--- config.mk ---
export PLATFORM = sky130hd
export DESIGN_NAME = wb_arbiter
export DESIGN_NICKNAME = d
export VERILOG_FILES = /design/src/rtl/wb_pkg.sv /design/src/rtl/wb_fifo.sv /design/src/rtl/wb_arbiter.sv
export SDC_FILE = /design/constraint.sdc
export NUM_CORES = 1
export LEC_CHECK = 0
export ABC_CLOCK_PERIOD_IN_PS = 4400
export BUFFER_PORTS_ARGS = -buffer_cell sky130_fd_sc_hd__buf_4
export CAP_MARGIN = 20
export CORE_UTILIZATION = 58
export CTS_BUF_LIST = sky130_fd_sc_hd__clkbuf_16
export DETAILED_ROUTE_END_ITERATION = 16
export HOLD_SLACK_MARGIN = 0.05
export PLACE_DENSITY = 0.86
export SYNTH_ARGS = -nofsm -noshare
export SYNTH_HDL_FRONTEND = slang
export SYNTH_SLANG_ARGS = --single-unit
--- constraint.sdc ---
create_clock -name clk_i -period 4.4 [get_ports clk_i]
set_clock_uncertainty 0.1 [all_clocks]
set_input_delay 0.44 -clock clk_i [delete_from_list [all_inputs] [get_ports clk_i]]
set_output_delay 0.44 -clock clk_i [all_outputs]
set_load 0.05 [all_outputs]
--- src/rtl/wb_pkg.sv ---
// Shared widths, writeback entry type and source-select encoding for the writeback arbiter.
package wb_pkg;

    localparam int unsigned DATA_WIDTH    = 32;
    localparam int unsigned ADDRESS_WIDTH = 5;
    localparam int unsigned NUM_REGS      = 32;

    typedef struct packed {
        logic [ADDRESS_WIDTH-1:0] dest;
        logic [DATA_WIDTH-1:0]    data;
    } wb_entry_t;

    localparam logic [1:0] SEL_ALU  = 2'd0;
    localparam logic [1:0] SEL_FIFO = 2'd1;
    localparam logic [1:0] SEL_BYP  = 2'd2;
    localparam logic [1:0] SEL_NONE = 2'd3;

endpackage

--- src/rtl/wb_fifo.sv ---
// Small ring-buffer FIFO of writeback entries with per-entry valid/dest taps.
// Occupancy is tracked by the valid bits alone, so full/empty need no separate counter.
module wb_fifo
    import wb_pkg::*;
#(
    parameter int unsigned DEPTH = 2
) (
    input  logic                                   clk_i,
    input  logic                                   rst_ni,
    input  logic                                   push_i,
    input  wb_entry_t                              push_entry_i,
    input  logic                                   pop_i,
    output wb_entry_t                              head_o,
    output logic                                   full_o,
    output logic                                   empty_o,
    output logic [DEPTH-1:0]                       entry_valid_o,
    output logic [DEPTH-1:0][ADDRESS_WIDTH-1:0]    entry_dest_o
);

    localparam int unsigned PtrW = (DEPTH > 1) ? $clog2(DEPTH) : 1;

    wb_entry_t        mem_q [DEPTH];
    logic [PtrW-1:0]  wptr_q, wptr_d;
    logic [PtrW-1:0]  rptr_q, rptr_d;
    logic [DEPTH-1:0] valid_q, valid_d;

    always_comb begin
        valid_d = valid_q;
        wptr_d  = wptr_q;
        rptr_d  = rptr_q;
        if (pop_i) begin
            valid_d[rptr_q] = 1'b0;
            rptr_d          = rptr_q + 1'b1;
        end
        if (push_i) begin
            valid_d[wptr_q] = 1'b1;
            wptr_d          = wptr_q + 1'b1;
        end
    end

    always_ff @(posedge clk_i or negedge rst_ni) begin
        if (!rst_ni) begin
            wptr_q  <= '0;
            rptr_q  <= '0;
            valid_q <= '0;
            for (int i = 0; i < DEPTH; i++) begin
                mem_q[i] <= '0;
            end
        end else begin
            wptr_q  <= wptr_d;
            rptr_q  <= rptr_d;
            valid_q <= valid_d;
            if (push_i) begin
                mem_q[wptr_q] <= push_entry_i;
            end
        end
    end

    always_comb begin
        for (int i = 0; i < DEPTH; i++) begin
            entry_dest_o[i] = mem_q[i].dest;
        end
    end

    assign head_o        = mem_q[rptr_q];
    assign full_o        = &valid_q;
    assign empty_o       = ~|valid_q;
    assign entry_valid_o = valid_q;

endmodule

--- src/rtl/wb_arbiter.sv ---
// Writeback arbiter: ALU pipe has priority, multi-cycle results are buffered or bypassed.
// Define WB_FWD_EN to add the write-to-read forwarding ports.
module wb_arbiter
    import wb_pkg::*;
#(
    parameter int unsigned FIFO_DEPTH   = 2,
    parameter int unsigned STARVE_LIMIT = 4
) (
    input  logic                     clk_i,
    input  logic                     rst_ni,
    input  logic                     alu_wb_valid_i,
    input  logic [ADDRESS_WIDTH-1:0] alu_wb_dest_i,
    input  logic [DATA_WIDTH-1:0]    alu_wb_data_i,
    input  logic                     mc_wb_valid_i,
    output logic                     mc_wb_ready_o,
    input  logic [ADDRESS_WIDTH-1:0] mc_wb_dest_i,
    input  logic [DATA_WIDTH-1:0]    mc_wb_data_i,
    output logic                     rg_wrt_en_o,
    output logic [ADDRESS_WIDTH-1:0] rg_wrt_dest_o,
    output logic [DATA_WIDTH-1:0]    rg_wrt_data_o,
    output logic                     alu_stall_o,
`ifdef WB_FWD_EN
    input  logic [ADDRESS_WIDTH-1:0] fwd_addr1_i,
    input  logic [ADDRESS_WIDTH-1:0] fwd_addr2_i,
    output logic                     fwd_hit1_o,
    output logic                     fwd_hit2_o,
    output logic [DATA_WIDTH-1:0]    fwd_data1_o,
    output logic [DATA_WIDTH-1:0]    fwd_data2_o,
`endif
    output logic [NUM_REGS-1:0]      pending_mask_o
);

    localparam int unsigned CntW = (STARVE_LIMIT > 1) ? $clog2(STARVE_LIMIT + 1) : 1;

    wb_entry_t mc_entry, alu_entry, head, sel_entry;
    logic [1:0] sel;
    logic       fifo_full, fifo_empty, mc_acc, push, pop;
    logic [FIFO_DEPTH-1:0]                    entry_valid;
    logic [FIFO_DEPTH-1:0][ADDRESS_WIDTH-1:0] entry_dest;

    logic                     en_q, en_d;
    logic [ADDRESS_WIDTH-1:0] dest_q, dest_d;
    logic [DATA_WIDTH-1:0]    data_q, data_d;
    logic [CntW-1:0]          cnt_q, cnt_d;
    logic                     stall_q, stall_d;

    assign mc_entry.dest  = mc_wb_dest_i;
    assign mc_entry.data  = mc_wb_data_i;
    assign alu_entry.dest = alu_wb_dest_i;
    assign alu_entry.data = alu_wb_data_i;

    // Ready depends only on state so upstream can compute valid from it without a loop.
    assign mc_wb_ready_o = rst_ni & ~fifo_full;
    assign mc_acc        = mc_wb_valid_i & mc_wb_ready_o;

    always_comb begin
        sel       = SEL_NONE;
        sel_entry = head;
        if (alu_wb_valid_i) begin
            sel       = SEL_ALU;
            sel_entry = alu_entry;
        end else if (!fifo_empty) begin
            sel       = SEL_FIFO;
            sel_entry = head;
        end else if (mc_acc) begin
            sel       = SEL_BYP;
            sel_entry = mc_entry;
        end
    end

    assign push = mc_acc & (sel != SEL_BYP);
    assign pop  = (sel == SEL_FIFO);

    always_comb begin
        en_d    = (sel != SEL_NONE) && (sel_entry.dest != '0);
        dest_d  = dest_q;
        data_d  = data_q;
        cnt_d   = cnt_q;
        stall_d = 1'b0;
        if (sel != SEL_NONE) begin
            dest_d = sel_entry.dest;
            data_d = sel_entry.data;
        end
        if (pop || fifo_empty) begin
            cnt_d = '0;
        end else if (sel == SEL_ALU) begin
            if (cnt_q == CntW'(STARVE_LIMIT - 1)) begin
                stall_d = 1'b1;
                cnt_d   = '0;
            end else begin
                cnt_d = cnt_q + 1'b1;
            end
        end
    end

    always_ff @(posedge clk_i or negedge rst_ni) begin
        if (!rst_ni) begin
            en_q    <= 1'b0;
            dest_q  <= '0;
            data_q  <= '0;
            cnt_q   <= '0;
            stall_q <= 1'b0;
        end else begin
            en_q    <= en_d;
            dest_q  <= dest_d;
            data_q  <= data_d;
            cnt_q   <= cnt_d;
            stall_q <= stall_d;
        end
    end

    wb_fifo #(
        .DEPTH(FIFO_DEPTH)
    ) u_fifo (
        .clk_i         (clk_i),
        .rst_ni        (rst_ni),
        .push_i        (push),
        .push_entry_i  (mc_entry),
        .pop_i         (pop),
        .head_o        (head),
        .full_o        (fifo_full),
        .empty_o       (fifo_empty),
        .entry_valid_o (entry_valid),
        .entry_dest_o  (entry_dest)
    );

    always_comb begin
        pending_mask_o = '0;
        for (int r = 1; r < NUM_REGS; r++) begin
            for (int e = 0; e < FIFO_DEPTH; e++) begin
                if (entry_valid[e] && entry_dest[e] == ADDRESS_WIDTH'(r)) begin
                    pending_mask_o[r] = 1'b1;
                end
            end
        end
    end

    assign rg_wrt_en_o   = en_q;
    assign rg_wrt_dest_o = dest_q;
    assign rg_wrt_data_o = data_q;
    assign alu_stall_o   = stall_q;

`ifdef WB_FWD_EN
    assign fwd_hit1_o  = en_q && (dest_q == fwd_addr1_i) && (fwd_addr1_i != '0);
    assign fwd_hit2_o  = en_q && (dest_q == fwd_addr2_i) && (fwd_addr2_i != '0);
    assign fwd_data1_o = data_q;
    assign fwd_data2_o = data_q;
`endif

endmodule

==> impl_results.md <==
- Status: completed
- Vias: between 5000 and 6000
- Leakage power total: between 0.003 and 0.004 µW
- Final Cycle Share: 68.2%
- Crit Path Class: input port to output port
- Ant diodes: 0
- Most used cell along the critical path: buf_4
- Max_cap viols: 0
- Cell variety after synth: 38
- Hold-fix buffers, CTS: 1
- Vias/cell: just over 6
- Clk_lat worst skew: 0.41 ns
- # DRC: 0
- Fillers: between 600 and 700
- Most common cell after layout, fill and taps aside: buf_4
- Most frequent cells in the layout: buf_4, dfrtp_1, nor2_1
- Antenna violations before repair: 0
- Slew @ Worst Pin: 0.879 ns
- Max-slew violation total from the final report: 0
- CP Data Arrival Time: 2.46 ns
- Layout area overhead: 27.9%
- RR Startpoint: u_fifo.entry_valid_o[0]$_DFF_PN0_
- Post-synthesis net count: ~630
- Synth warn: 0
- Post-route ant nets: 0
- CTS Root Cell: clkbuf_16
- Initial Util: 59.8%
- Initial drt markers: around 420
- Synth Instances: 555
- Post-route worst setup slack: 1.40 ns
- Worst slack at placement: approximately 1.3 ns
- Multi-input gate area: 2900 µm²
- Worst Setup SP: rst_ni
- GRT Total Usage: 31.0%
- Die Height: 105 µm
- H-Tree Depth: 4
- Vias in the first global route: 5278
- Register area: 3000 µm²
- Largest net degree at the start of global routing: 82
- Core area: about 10000 µm²
- Cts bufs inserted: 17
- Total clock sinks: 120
- DR WL/cell: ~20 µm
- Fin Hold WS: 0.178 ns
- First-pass GRT wire length: 26500 µm
- Die W: 105 µm
- Synthesized area: 6140 µm²
- Worst Setup End Kind: output port
- Layout cells sized above 1: about 40%
- Utilization after layout: 76.4%
- Routed WL: 16600 µm
- Num ports: 150
- Final Hold Fails: 0
- Critical path required time: 3.86 ns
- Critical-path cell list: dlygate4sd3_1, buf_4, buf_4, a21boi_0, buf_4
- #FFs+latches synth: 120
- Layout net count: between 700 and 800
- Max incr delay on CP: 0.53 ns
- Post-synthesis sequential area ratio: around half
- Finished Layout Cells: around 840
- TNS Setup: 0 ns
- Worst path slowest cell: dlygate4sd3_1
- Crit Path Max Fanout: 43
- HPWL after detailed placement: ~10000 µm
- Initial DRT Pass Iterations: 5
- Critical hold path startpoint: mc_wb_data_i[22]
- Pwr/cell area: 798 nW/µm²
- Max_slew headroom: about two fifths
- CTS tree: done
- Site Rows: 37
- Post-cts resize count: 0
- Worst hold path type: input port to flop
- Port Buffers: 148
- Remaining global-route overflow: 0
- Critical path startpoint category: input port
- DP Cell Count: 800
- Post-CTS setup buffer count: 0
- Max Clk Rate: 333 MHz
- GP Congestion: between 0.8 and 0.9
- Worst-path clk slew: 0.06 ns
- RSZ-0062 raised after global routing: no
- Clock tree buffer depth: 2
- Worst vdd ir: between 500 and 600 µV
- Setup violators final: 0
- Die area: around 11000 µm²
- Tmin final: 3.00 ns
- Syn Area/Cell: between 10 and 15 µm²
==> cells by family after synthesis <==
group / after synthesis / synth area share [%]
fa+ha+maj: 1 / 0.204
simple gates: 127 / 9.94
compound gates: 147 / 14.4
other cells: 1 / 0.0610
buf+inv: 46 / 4.26
mux: 111 / 22.0
flops: 120 / 48.9
xor+xnor: 2 / 0.285
==> registers in the layout, indices dropped and copies added, names as in the netlist <==
name and flops:
rg_wrt_data_o 32, u_fifo.entry_dest_o 10, u_fifo.wptr_q 1, rg_wrt_dest_o 5, u_fifo.entry_valid_o 2, alu_stall_o 1
rg_wrt_en_o 1, cnt_q 3, u_fifo.mem_q 64, u_fifo.rptr_q 1
==> power breakdown <==
part / switching, µW / internal [µW] / total (µW) / leakage (µW)
clock network: 543 / 788 / 1330 / 0.000267
registers: 494 / 1650 / 2140 / 0.00145
logic: 1630 / 1170 / 2790 / 0.00191
==> layout make-up <==
cell class / count / area share, %
Timing Repair Buffer: 157 / 15.4
Tap cell: 136 / 2.17
Clock buffer: 17 / 5.41
Sequential cell: 120 / 38.2
Clock inverter: 15 / 1.85
Multi-Input combinational cell: 389 / 36.9
Inverter: 1 / 0.0478
==> path summary, 6_finish.rpt <==
path	end	slack [ns]	cells past startpoint
max	mc_wb_ready_o	1.40	5
min	u_fifo.mem_q[59]$_DFFE_PN0P_	0.18	2
max reg2reg	rg_wrt_data_o[31]$_DFFE_PN0P_	1.59	6
min reg2reg	cnt_q[0]$_DFFE_PN0P_	0.37	1
max in group asynchronous	u_fifo.mem_q[6]$_DFFE_PN0P_	2.80	3
min in group asynchronous	u_fifo.entry_dest_o[5]$_DFFE_PN0P_	0.42	2
==> synthesized netlist by cell type (all sizes together) <==
library cell | number | area (µm²)
and2 | 1 | 6.26
a2111oi | 1 | 8.76
mux2i | 35 | 350
a21oi | 38 | 190
nand4b | 2 | 17.5
o21ai | 35 | 175
xor2 | 1 | 8.76
or2 | 3 | 18.8
nor3 | 1 | 16.3
nor2 | 45 | 169
a21boi | 1 | 7.51
nor4bb | 1 | 25.0
nand2 | 44 | 165
and4b | 1 | 10.0
clkbuf | 19 | 71.3
a31oi | 1 | 6.26
conb | 1 | 3.75
nand3 | 6 | 30.0
nor2b | 6 | 37.5
mux2 | 76 | 998
nand2b | 11 | 68.8
and2b | 1 | 7.51
a211oi | 38 | 290
buf | 26 | 186
nand4 | 2 | 12.5
nand4bb | 1 | 11.3
ha | 1 | 12.5
o31ai | 2 | 15.0
inv | 1 | 3.75
o22ai | 31 | 194
xnor2 | 1 | 8.76
nor3b | 2 | 15.0
dfrtp | 120 | 3000
==> per-layer routing <==
layer  GRT usage, %  share of wire (%)  routed length (µm)  up-vias
met1           39.3                 40                6640     2515
met2           50.3                 50                8280      265
li1               -                  -                   -     2286
met5              0                  0                   0        -
met4           14.6                3.3                 549        0
met3           7.55                7.0                1170       56
==> per-stage QoR <==
stage	power, µW	instance area (µm²)
after floorplan	4080	6140
after global placement	4690	7240
after detailed placement	4820	7240
after CTS	6230	7820
after global routing	6540	7860
final	6270	7860
==> critical path, delay by kind of cell <==
| family | cells | cell delay [ns] |
|---|---|---|
| buffers and inverters | 4 | 1.71 |
| AO/OA/AOI/OAI | 1 | 0.31 |
(Power assumes the default switching activity.)
